--- src/rtl/jk_bank_arbiter.sv ---
// jk_bank_arbiter: round-robin arbiter giving two requesters access to a JK bank.
// Define JK_READBACK_CHECK_EN to build the sticky Q readback check driving ERR.
module jk_bank_arbiter #(
    parameter int WIDTH = 8
) (
    input  logic             CLK,
    input  logic             RST_N,
    input  logic             REQ0,
    input  logic             REQ1,
    input  logic [1:0]       OP0,
    input  logic [1:0]       OP1,
    input  logic [WIDTH-1:0] MASK0,
    input  logic [WIDTH-1:0] MASK1,
    input  logic [WIDTH-1:0] Q,
    output logic             GNT0,
    output logic             GNT1,
    output logic             DONE0,
    output logic             DONE1,
    output logic [WIDTH-1:0] J,
    output logic [WIDTH-1:0] K,
    output logic             BUSY,
    output logic             ERR
);

    typedef enum logic [1:0] {
        IDLE   = 2'b00,
        DRIVE  = 2'b01,
        SETTLE = 2'b10
    } state_t;

    state_t           state_q, state_d;
    logic             win_q, win_d;
    logic             ptr_q, ptr_d;
    logic [WIDTH-1:0] j_q, j_d;
    logic [WIDTH-1:0] k_q, k_d;

    logic             win_sel;
    logic [1:0]       op_sel;
    logic [WIDTH-1:0] mask_sel;
    logic             any_req;

    // Pick the winner: pointer breaks ties, a lone requester always wins.
    always_comb begin
        any_req  = REQ0 | REQ1;
        win_sel  = (REQ0 && REQ1) ? ptr_q : REQ1;
        op_sel   = win_sel ? OP1 : OP0;
        mask_sel = win_sel ? MASK1 : MASK0;
    end

    // Next-state logic; J/K only carry the operation into DRIVE.
    always_comb begin
        state_d = state_q;
        win_d   = win_q;
        ptr_d   = ptr_q;
        j_d     = '0;
        k_d     = '0;
        unique case (state_q)
            IDLE: begin
                if (any_req) begin
                    state_d = DRIVE;
                    win_d   = win_sel;
                    ptr_d   = ~win_sel;
                    j_d     = op_sel[1] ? mask_sel : '0;
                    k_d     = op_sel[0] ? mask_sel : '0;
                end
            end
            DRIVE:   state_d = SETTLE;
            SETTLE:  state_d = IDLE;
            default: state_d = IDLE;
        endcase
    end

    // State, winner, pointer and J/K registers.
    always_ff @(posedge CLK or negedge RST_N) begin
        if (!RST_N) begin
            state_q <= IDLE;
            win_q   <= 1'b0;
            ptr_q   <= 1'b0;
            j_q     <= '0;
            k_q     <= '0;
        end else begin
            state_q <= state_d;
            win_q   <= win_d;
            ptr_q   <= ptr_d;
            j_q     <= j_d;
            k_q     <= k_d;
        end
    end

    assign J     = j_q;
    assign K     = k_q;
    assign BUSY  = (state_q != IDLE);
    assign GNT0  = (state_q == DRIVE) && !win_q;
    assign GNT1  = (state_q == DRIVE) && win_q;
    assign DONE0 = (state_q == SETTLE) && !win_q;
    assign DONE1 = (state_q == SETTLE) && win_q;

`ifdef JK_READBACK_CHECK_EN
    logic [WIDTH-1:0] mask_q;
    logic [WIDTH-1:0] exp_q;
    logic             err_q;
    logic             mismatch;

    assign mismatch = (state_q == SETTLE) &&
                      (|((Q ^ exp_q) & mask_q));
    assign ERR = err_q | mismatch;

    // Latch the mask, predict the bank from Q seen in DRIVE, stick on error.
    always_ff @(posedge CLK or negedge RST_N) begin
        if (!RST_N) begin
            mask_q <= '0;
            exp_q  <= '0;
            err_q  <= 1'b0;
        end else begin
            if (state_q == IDLE && any_req) begin
                mask_q <= mask_sel;
            end
            if (state_q == DRIVE) begin
                exp_q <= (j_q & ~Q) | (~k_q & Q);
            end
            err_q <= err_q | mismatch;
        end
    end
`else
    logic unused_q;
    assign unused_q = ^Q;
    assign ERR      = 1'b0;
`endif

endmodule

--- config.mk ---
export PLATFORM = sky130hd
export DESIGN_NAME = jk_bank_arbiter
export DESIGN_NICKNAME = d
export VERILOG_FILES = /design/src/rtl/jk_bank_arbiter.sv
export SDC_FILE = /design/constraint.sdc
export NUM_CORES = 1
export LEC_CHECK = 0
export CORE_AREA = 2 2 60 51
export DETAILED_ROUTE_END_ITERATION = 10
export DIE_AREA = 0 0 62 53
export HOLD_SLACK_MARGIN = 0.08
export PLACE_DENSITY = 0.76
export SYNTH_ARGS = -nofsm -noshare
export SYNTH_HDL_FRONTEND = slang
export SYNTH_SLANG_ARGS = --single-unit
--- constraint.sdc ---
create_clock -name CLK -period 1.6 [get_ports CLK]
set_input_delay 0.16 -clock CLK [delete_from_list [all_inputs] [get_ports CLK]]
set_output_delay 0.16 -clock CLK [all_outputs]
set_load 0.1 [all_outputs]
==> impl_metrics.env <==
export IMPL_outcome="completed"
export IMPL_num_vias=902
export IMPL_worstSkewPairLatency_ps=300
export IMPL_cts_buffers_inserted=3
export IMPL_synth_top_area_share_pct=52.70
export IMPL_cts_tree="yes"
export IMPL_ctsHoldBuffers=0
export IMPL_io_buffers=44
export IMPL_instances_no_fill=173
export IMPL_drv_cap=0
export IMPL_setup_viol=0
export IMPL_fmax_ghz=0.6607
export IMPL_drt_first_pass_iters=4
export IMPL_totalWireLength_um=2691
export IMPL_antenna_left=0
export IMPL_cp_required_ps=1440
export IMPL_clk_pin_slew_ps=110
export IMPL_syn_area_per_cell_um2=10.67
export IMPL_post_route_util_pct=63.72
export IMPL_area_growth_pct=78.39
export IMPL_clk_path_buf_depth=2
export IMPL_crit_path_start_kind="flop"
export IMPL_vdd_ir_drop_max_v=0.0008195
export IMPL_chipHeight_um=53
export IMPL_synth_distinct_cells=22
export IMPL_grt_pass1_vias=895
export IMPL_fin_hold_ws_ps=186.2
export IMPL_period_share_pct=94.59
export IMPL_netlist_top_cells_count="20 x dfrtp_1, 16 x a211oi_1, 16 x nand3_1"
export IMPL_yosysMostFrequentCell="dfrtp_1"
export IMPL_netlist_instances=89
export IMPL_track_usage_pct=17.96
export IMPL_worst_path_max_delay_cell="dfrtp_1"
export IMPL_clock_sinks=20
export IMPL_power_density_nw_per_um2=1891
export IMPL_nNetsFinal=168
export IMPL_slew_violations=0
export IMPL_hold_path_class="input port to asynchronous set/reset pin"
export IMPL_gp_congestion=0.7279
export IMPL_cp_cell_sequence="nor2b_1 -> nor2b_2 -> buf_12"
export IMPL_fin_crit_ps=1513
export IMPL_start_util_pct=35.72
export IMPL_critPathKind="flop to output pin"
export IMPL_hold_violations=0
export IMPL_yosysTopAreaCell="dfrtp_1"
export IMPL_drt_initial_drc_count=38
export IMPL_worstPathArrival_ps=1350
export IMPL_grt_overflow=0
export IMPL_synth_flop_cell="dfrtp_1"
export IMPL_p_leak_nw=0.6818
export IMPL_ys_seq_area_share_pct=52.70
export IMPL_fin_skew_ps=2.938
export IMPL_n_fill_cell=192
export IMPL_cts_root_buf="clkbuf_4"
export IMPL_cp_max_fo=4
export IMPL_synth_seq_cells=20
export IMPL_slowest_delay_ps=440
export IMPL_boundaryPins=54
export IMPL_syn_cell_area_um2=949.7
export IMPL_drive_above_1_share_pct=28.15
export IMPL_coreArea_um2=2659
export IMPL_antenna_found_initial=0
export IMPL_grt_pass1_wl_um=4153
export IMPL_die_w_um=62
export IMPL_drt_wirelength_per_cell_um=15.55
export IMPL_remaining_drc_errors=0
export IMPL_diodes=0
export IMPL_synthArstFlopShare_pct=100.0
export IMPL_dp_cells=167
export IMPL_cts_htree_levels=1
export IMPL_synth_edf_count=0
export IMPL_vias_per_cell=5.214
export IMPL_synth_area_top_cells="dfrtp_1 53%, a211oi_1 13%, nand3_1 8.4%"
export IMPL_rows=17
export IMPL_die_area_um2=3286
export IMPL_syn_num_nets=121
export IMPL_hpwlAfterDp_um=2020
export IMPL_grt_max_degree=21
export IMPL_yosysWarnings=0
export IMPL_end_kind="output pin"
## logic make-up (layout without fill, tap and decap cells)
logic type | after synthesis | in the layout | share of synthesized area [%]
compound gates | 30 | 30 | 22.93
simple gates | 28 | 28 | 16.08
flops | 20 | 20 | 52.70
buf+inv | 10 | 56 | 7.905
other cells | 1 | 1 | 0.3949
## sequential cells by signal, indices dropped and copies added (netlist names)
signal,count
state_q,2
ptr_q,1
K,8
J,8
win_q,1
## final timing paths
check | start | endpoint | slack (ps) | cells past startpoint
max reg2reg | state_q[0]$_DFFE_PN0P_ | win_q$_DFFE_PN0P_ | 200 | 5
min reg2reg | ptr_q$_DFFE_PN0P_ | ptr_q$_DFFE_PN0P_ | 530 | 1
max | state_q[1]$_DFFE_PN0P_ | GNT0 | 90 | 3
max in group asynchronous | RST_N | state_q[0]$_DFFE_PN0P_ | 1190 | 2
min in group CLK | MASK1[6] | J[6]$_DFF_PN0_ | 450 | 3
min | RST_N | K[7]$_DFF_PN0_ | 190 | 2
## where the power goes
| group | switching [mW] | leakage (nW) | total [mW] | internal (mW) |
|---|---|---|---|---|
| clock network | 0.153 | 0.0210 | 0.292 | 0.139 |
| logic | 1.41 | 0.396 | 2.14 | 0.739 |
| registers | 0.131 | 0.265 | 0.768 | 0.637 |
| total | 1.69 | 0.682 | 3.20 | 1.51 |
## area by class of cell
type                       count  area (um2)  area share [%]
timing repair buffer          49       700.7           41.36
sequential                    20       501.7           29.62
multi-input combinational     59       389.1           22.97
tap                           38       47.55           2.807
clock buffer                   4       36.28           2.142
inverter                       2       11.26          0.6647
timing repair inverter         1       7.507          0.4431
## layer usage
layer	track usage (%)	up-vias	wire (um)
met1	21.22	431	1018
met5	0	-	0
met3	2.445	4	188
met4	8.865	0	40
li1	-	417	-
met2	31.25	50	1444
## cells in the final DEF (no fill, tap or decap)
cell | synthesis | routed
nor2_4 | 0 | 1
dfrtp_1 | 20 | 19
conb_1 | 1 | 1
clkbuf_4 | 0 | 3
clkinvlp_4 | 0 | 2
and3b_1 | 1 | 1
and2_1 | 3 | 3
clkdlybuf4s50_1 | 0 | 23
o21ai_0 | 4 | 4
a31oi_1 | 1 | 1
a22oi_2 | 1 | 1
o21ai_1 | 5 | 5
nor2b_2 | 0 | 1
clkbuf_8 | 0 | 1
dfrtp_2 | 0 | 1
a21oi_1 | 1 | 1
nor2_1 | 3 | 2
and2b_1 | 1 | 1
nand3_1 | 16 | 16
a211oi_1 | 16 | 16
nor2b_1 | 2 | 1
inv_1 | 2 | 1
a22oi_4 | 1 | 1
buf_12 | 0 | 22
buf_4 | 2 | 4
o31ai_1 | 1 | 1
nor3b_2 | 0 | 1
nand2b_1 | 1 | 1
## critical path: cells and delay by family, from the launching register on
kind          cells  cell delay (ps)
buf+inv           1              190
flops             1              440
simple gates      2              420
## what timing repair did
action,in CTS,in global routing
buffers inserted,1,0
resized for setup,2,3
cloned,1,0
setup endpoints to repair,1,10
## per-stage QoR
step / cell area [um2] / power, mW / setup slack [ps] / setup TNS, ps
after floorplan: 958.4 / 2.058 / -179.3 / -179.3
after global placement: 1630 / 2.790 / 53.36 / 0
after detailed placement: 1630 / 2.833 / -15.59 / -47.12
after CTS: 1685 / 3.183 / 43.31 / 0
after global routing: 1694 / 3.310 / -8.355 / -8.355
final: 1694 / 3.204 / 86.50 / 0
Power figures use the tool's default switching activity.
